**src/rtl/food_eat_controller.sv**
```systemverilog
// Food-box placement requester for the Snake game.
// Validates generator positions, detects eating, keeps a BCD score.
module food_eat_controller #(
   parameter int BOX       = 8,
   parameter int FIELD_W   = 640,
   parameter int FIELD_H   = 480,
   parameter int SETTLE    = 3,
   parameter int MAX_RETRY = 15
) (
   input  logic       clk,
   input  logic       rst,
   input  logic       tick,
   input  logic [9:0] head_x,
   input  logic [8:0] head_y,
   input  logic [9:0] x_box,
   input  logic [8:0] y_box,
   output logic       create_new_box,
   output logic       box_ready,
   output logic       eat,
   output logic       grow,
   output logic [7:0] score_bcd,
   output logic [3:0] retry_cnt
);

   typedef enum logic [1:0] {
      S_REQ,
      S_WAIT,
      S_CHECK,
      S_READY
   } state_t;

   localparam logic [9:0]  BOX_X  = 10'(BOX);
   localparam logic [8:0]  BOX_Y  = 9'(BOX);
   localparam logic [10:0] LIM_X  = 11'(FIELD_W);
   localparam logic [9:0]  LIM_Y  = 10'(FIELD_H);
   localparam logic [7:0]  CNT_LD = 8'(SETTLE - 1);
   localparam logic [3:0]  RT_MAX = 4'(MAX_RETRY);

   state_t     r_state, w_state;
   logic [7:0] r_cnt, w_cnt;
   logic [9:0] r_hx, w_hx;
   logic [8:0] r_hy, w_hy;
   logic [9:0] r_bx, w_bx;
   logic [8:0] r_by, w_by;
   logic       r_cnb, w_cnb;
   logic       r_rdy, w_rdy;
   logic       r_eat, w_eat;
   logic [7:0] r_score, w_score;
   logic [3:0] r_retry, w_retry;

   logic       w_in_field;
   logic       w_head_hit;
   logic       w_legal;
   logic       w_eat_hit;
   logic [7:0] w_score_inc;

   // Tiles overlap when both axis distances are below one tile edge.
   function automatic logic overlap(
      input logic [9:0] ax,
      input logic [9:0] bx,
      input logic [8:0] ay,
      input logic [8:0] by
   );
      logic [9:0] dx;
      logic [8:0] dy;
      dx = (ax >= bx) ? (ax - bx) : (bx - ax);
      dy = (ay >= by) ? (ay - by) : (by - ay);
      return (dx < BOX_X) && (dy < BOX_Y);
   endfunction

   // Legality of the generator position and eat detection on a tick.
   always_comb begin
      w_in_field = (({1'b0, x_box} + 11'(BOX)) <= LIM_X) &&
                   (({1'b0, y_box} + 10'(BOX)) <= LIM_Y);
      w_head_hit = overlap(x_box, r_hx, y_box, r_hy);
      w_legal    = w_in_field && !w_head_hit;
      w_eat_hit  = tick && overlap(head_x, r_bx, head_y, r_by);
   end

   // Saturating two-digit BCD increment.
   always_comb begin
      w_score_inc = r_score;
      if (r_score == 8'h99)
         w_score_inc = r_score;
      else if (r_score[3:0] == 4'd9)
         w_score_inc = {r_score[7:4] + 4'd1, 4'd0};
      else
         w_score_inc = {r_score[7:4], r_score[3:0] + 4'd1};
   end

   // Next-state and next-output logic for the placement FSM.
   always_comb begin
      w_state = r_state;
      w_cnt   = r_cnt;
      w_hx    = tick ? head_x : r_hx;
      w_hy    = tick ? head_y : r_hy;
      w_bx    = r_bx;
      w_by    = r_by;
      w_cnb   = 1'b0;
      w_rdy   = r_rdy;
      w_eat   = 1'b0;
      w_score = r_score;
      w_retry = r_retry;
      unique case (r_state)
         S_REQ: begin
            w_cnb   = 1'b1;
            w_cnt   = CNT_LD;
            w_state = S_WAIT;
         end
         S_WAIT: begin
            if (r_cnt == 8'd0)
               w_state = S_CHECK;
            else
               w_cnt = r_cnt - 8'd1;
         end
         S_CHECK: begin
            w_bx = x_box;
            w_by = y_box;
            if (w_legal || (r_retry >= RT_MAX)) begin
               w_rdy   = 1'b1;
               w_state = S_READY;
            end else begin
               w_retry = r_retry + 4'd1;
               w_state = S_REQ;
            end
         end
         S_READY: begin
            if (w_eat_hit) begin
               w_eat   = 1'b1;
               w_score = w_score_inc;
               w_rdy   = 1'b0;
               w_retry = 4'd0;
               w_state = S_REQ;
            end
         end
         default: w_state = S_REQ;
      endcase
   end

   // State and registered outputs; reset aborts any placement.
   always_ff @(posedge clk or posedge rst) begin
      if (rst) begin
         r_state <= S_REQ;
         r_cnt   <= 8'd0;
         r_hx    <= 10'd0;
         r_hy    <= 9'd0;
         r_bx    <= 10'd0;
         r_by    <= 9'd0;
         r_cnb   <= 1'b0;
         r_rdy   <= 1'b0;
         r_eat   <= 1'b0;
         r_score <= 8'h00;
         r_retry <= 4'd0;
      end else begin
         r_state <= w_state;
         r_cnt   <= w_cnt;
         r_hx    <= w_hx;
         r_hy    <= w_hy;
         r_bx    <= w_bx;
         r_by    <= w_by;
         r_cnb   <= w_cnb;
         r_rdy   <= w_rdy;
         r_eat   <= w_eat;
         r_score <= w_score;
         r_retry <= w_retry;
      end
   end

   assign create_new_box = r_cnb;
   assign box_ready      = r_rdy;
   assign eat            = r_eat;
   assign grow           = r_eat;
   assign score_bcd      = r_score;
   assign retry_cnt      = r_retry;

endmodule
```
**config.mk**
```make
export PLATFORM = sky130hd
export DESIGN_NAME = food_eat_controller
export DESIGN_NICKNAME = d
export VERILOG_FILES = /design/src/rtl/food_eat_controller.sv
export SDC_FILE = /design/constraint.sdc
export NUM_CORES = 1
export LEC_CHECK = 0
export BUFFER_PORTS_ARGS = -buffer_cell sky130_fd_sc_hd__clkbuf_2
export CORE_UTILIZATION = 50
export CTS_CLUSTER_SIZE = 25
export DETAILED_ROUTE_END_ITERATION = 8
export HOLD_SLACK_MARGIN = 0.1
export PLACE_DENSITY = 0.76
export SKIP_CTS_REPAIR_TIMING = 1
export SYNTH_ARGS = -nofsm -noshare
export SYNTH_HDL_FRONTEND = slang
export SYNTH_SLANG_ARGS = --single-unit
```
**constraint.sdc**
```tcl
create_clock -name clk -period 2.7 [get_ports clk]
set_input_delay 0.135 -clock clk [delete_from_list [all_inputs] [get_ports clk]]
set_output_delay 0.135 -clock clk [all_outputs]
set_load 0.02 [all_outputs]
```
==> run summary <==
The deepest level of the CTS H-tree is 3. The signal on the critical path passes through ha_1 -> nand4_1 -> nor3_4 -> or3_4 -> o22ai_1 -> o211a_1 -> nor4_1 -> nand4b_1 -> buf_6 -> buf_12 -> nor4b_4 -> mux2i_1. The data required time at the worst endpoint is 2.96 ns.

The worst setup path is launched from a flop. The area of the core came out at 12600 µm². In this run the worst path has a maximum fanout of 6. The period utilization came out at 121%. The clock latency at the later pin of the worst-skew pair came out at 0.34 ns. The worst setup path is of the flop to flop kind. The slowest library cell on the worst path is sky130_fd_sc_hd__dfrtp_1. The clock tree from TritonCTS is yes. For this design the ratio of total power to cell area is 937 nW/µm².

The routed layout has 7295 vias. The area enclosed by the die boundary came out at 13400 µm². In the post-route analysis, the smallest setup slack over all paths is -0.568 ns.

The starting DRC count in detailed routing is 622. The synthesized design contains 0 enable-type register cells. The global-route wire length before repair is 31.7 mm. The count of fill cells added during filler insertion is 861. The data arrival time of the critical path came out at 3.53 ns. For the pin with the worst max-slew slack, the measured transition is 0.561 ns. The final reports fail on setup timing. The initial antenna violation count is 0. The worst supply voltage drop on vdd came out at 440 µV. After clock tree synthesis, the clock-pin slew on the worst setup and hold paths is 0.06 ns. The worst-case setup slack after placement came out at -0.469 ns. After synthesis the cells add up to 6480 µm². The clock net in this run drives a total of 63 sinks. The number of instances in the placed design came out at 1196. Across the run, the number of max-cap violations was 0. Summed over all cells, the static leakage comes to 4.55 nW. The total overflow left after global routing is 0. The filler-free cell count of the finished design is 1225. The largest stage delay on the critical path came out at 0.40 ns. Summing all multi-input logic gate instances after layout gives 4990 µm². The detail route stage leaves a number of antenna-violating nets equal to 0. After detailed routing, the average wire length per cell comes to 18.2 µm. The number of failing setup endpoints in the final timing report came out at 15. Headroom to the max-slew limit came out at 62.6%. Clock tree synthesis inserted a total of 9 buffers. The synthesis-to-finish area growth came out at 44.5%. STA classifies the critical path endpoint as a flop. The post-synthesis sequential element count is 63. On the critical path the largest part of the delay comes from simple AND/OR/NAND/NOR gates. 0 antenna diodes ended up in the layout. The number of ports placed on the die boundary is 57.

The cell count after synthesis came out at 812. A synthesized cell averages 7.98 µm². The maximum frequency from static timing analysis is 0.306 GHz. The synthesized netlist net count is 932. The share of synthesized registers carrying an async set or reset came out at 100%. The number of failing hold endpoints at the final stage is 0. The count of port buffers added during placement is 56.

The register area share after synthesis is 24.3%. Setup repair after global routing could not meet its margin everywhere. After detailed routing, the number of remaining DRC violations is 0. The ratio of cells with drive above 1 in the final layout is 37.6%.

In this run the clock root is driven by a sky130_fd_sc_hd__clkbuf_16. The effective utilization at floorplan is 51.4%. The number of global-route vias before repair came out at 6664. The mean number of vias per cell is 5.96. The clock period minus worst slack is 3.27 ns. The number of buffers between clock root and the deepest sink is 2.

The row count is 41. The die outline width came out at 116 µm. In the final design database the tool counted 1168 nets. The run finished, with violations left. The floorplan die height is 116 µm.

The placer's final routability congestion estimate is 0.945. The register area is 1580 µm². Wires add up to 22.3 mm.

The worst hold path belongs to the class input port to flop. The largest net degree at the start of global routing is 39. The count of distinct cell types in the synthesized netlist came out at 81. The wire-length estimate of the detail-placed layout is 15.0 mm. Before antenna repair, the detailed router went through 5 iterations. For this run, the leading register cell type out of synthesis is sky130_fd_sc_hd__dfrtp_1.

The number of warning messages in the yosys log came out at 0. Clock skew on the completed layout was measured at 0.00784 ns. Global routing consumed, over all layers together, 30.1% of the routing resources. Together, buffers and inverters on the worst path number 2. The final max-slew violation count is 0.
## metal layers
layer	global-route usage, %	wire [µm]
met2	48.4	10600
met3	4.71	1500
met1	40.5	9300
met4	12.1	888
met5	0	0
## state kept, by name, summed over array words and instances (netlist names)
name and cells:
r_state 2, r_by 9, retry_cnt 4, score_bcd 8
r_cnt 8, r_hy 9, create_new_box 1, r_hx 10
r_bx 10, box_ready 1, eat 1
## synthesized netlist by cell type (all sizes together), types with 4 or more instances
master | instances | area, µm²
nor2b | 15 | 93.8
nor3 | 25 | 141
or2 | 7 | 43.8
dfrtp | 63 | 1580
o2111ai | 10 | 87.6
a311oi | 4 | 41.3
clkbuf | 17 | 63.8
o21ai | 65 | 325
a211o | 5 | 43.8
nand3 | 19 | 95.1
nor4b | 5 | 58.8
a21oi | 51 | 267
mux2 | 4 | 45.0
ha | 79 | 988
inv | 103 | 387
o311ai | 8 | 70.1
nor2 | 41 | 154
nand3b | 4 | 30.0
o211ai | 14 | 110
a2111oi | 5 | 50.0
a221oi | 4 | 41.3
o31ai | 4 | 35.0
nand2 | 69 | 259
o21bai | 4 | 30.0
nor4 | 10 | 75.1
and2 | 7 | 45.1
a31oi | 4 | 25.0
a21o | 12 | 90.1
nand4 | 13 | 87.6
or4 | 5 | 41.3
nand2b | 9 | 56.3
buf | 16 | 95.1
xnor2 | 10 | 87.6
a211oi | 14 | 110
and3 | 6 | 37.5
mux2i | 9 | 90.1
xor2 | 11 | 96.3
a31o | 4 | 35.0
or3 | 8 | 50.1
o21a | 15 | 113
## layout make-up
cell class / count / share of cell area [%]
Inverter: 103 / 4.13
Clock inverter: 7 / 1.28
Timing Repair Buffer: 258 / 19.7
Multi-Input combinational cell: 613 / 53.3
Tap cell: 172 / 2.30
Sequential cell: 63 / 16.9
Clock buffer: 9 / 2.40
## where the power goes
part           total [mW]  switching [mW]  internal, mW
clock                1.37           0.470         0.904
sequential           1.53           0.313          1.22
combinational        5.87            3.10          2.77
total                8.77            3.88          4.89
## path summary, 6_finish.rpt
path	slack, ns	to	cells past startpoint	from
min in group asynchronous	0.37	create_new_box	4	rst
hold reg to reg	0.50	score_bcd[7]	1	score_bcd[7]
hold / removal	0.11	r_hy[7]	3	head_y[7]
setup / recovery	-0.57	score_bcd[5]	12	r_by[7]
max in group asynchronous	1.85	r_by[2]	4	rst
setup reg to reg	-0.57	score_bcd[5]	12	r_by[7]
## per-stage QoR
stage / utilization [%] / hold slack [ns] / total power [mW] / area, µm² / setup TNS (ns)
after global placement: 66.3 / 0.202 / 6.08 / 8370 / -4.74
after detailed placement: 66.3 / 0.198 / 6.21 / 8370 / -5.41
after CTS: 69.1 / -0.167 / 7.64 / 8720 / -5.99
final: 74.2 / 0.113 / 8.77 / 9370 / -6.80
after floorplan: - / 0.252 / 4.42 / 6620 / -2.43
after global routing: 74.2 / 0.124 / 9.25 / 9370 / -8.07
## kinds of logic (layout without fill, tap and decap cells)
group           count (synthesis)  count (layout)  synth area share, %
simple gates                  252             252                 20.8
compound gates                248             248                 26.3
buf+inv                       136             377                 8.42
fa+ha+maj                      79              79                 15.3
flops                          63              63                 24.3
xor+xnor                       21              21                 2.84
mux                            13              13                 2.08
## tightest hold or removal path, cell delays in order
cell                       delay (ns)
sky130_fd_sc_hd__clkbuf_2        0.14
sky130_fd_sc_hd__nand2_1         0.07
sky130_fd_sc_hd__o21ai_0         0.08
## layout by cell type (no fill, tap or decap), types with 14 or more instances in the layout
master	netlist	final
sky130_fd_sc_hd__buf_4	1	196
sky130_fd_sc_hd__inv_1	103	102
sky130_fd_sc_hd__nand2_1	69	65
sky130_fd_sc_hd__dfrtp_1	63	61
sky130_fd_sc_hd__o21ai_0	63	60
sky130_fd_sc_hd__ha_1	79	56
sky130_fd_sc_hd__clkbuf_2	0	56
sky130_fd_sc_hd__a21oi_1	48	43
sky130_fd_sc_hd__nor2_1	41	37
sky130_fd_sc_hd__nand3_1	19	17
sky130_fd_sc_hd__o21a_1	15	15
sky130_fd_sc_hd__nor3_1	23	14
No activity file was read; power rests on OpenSTA's default activity.
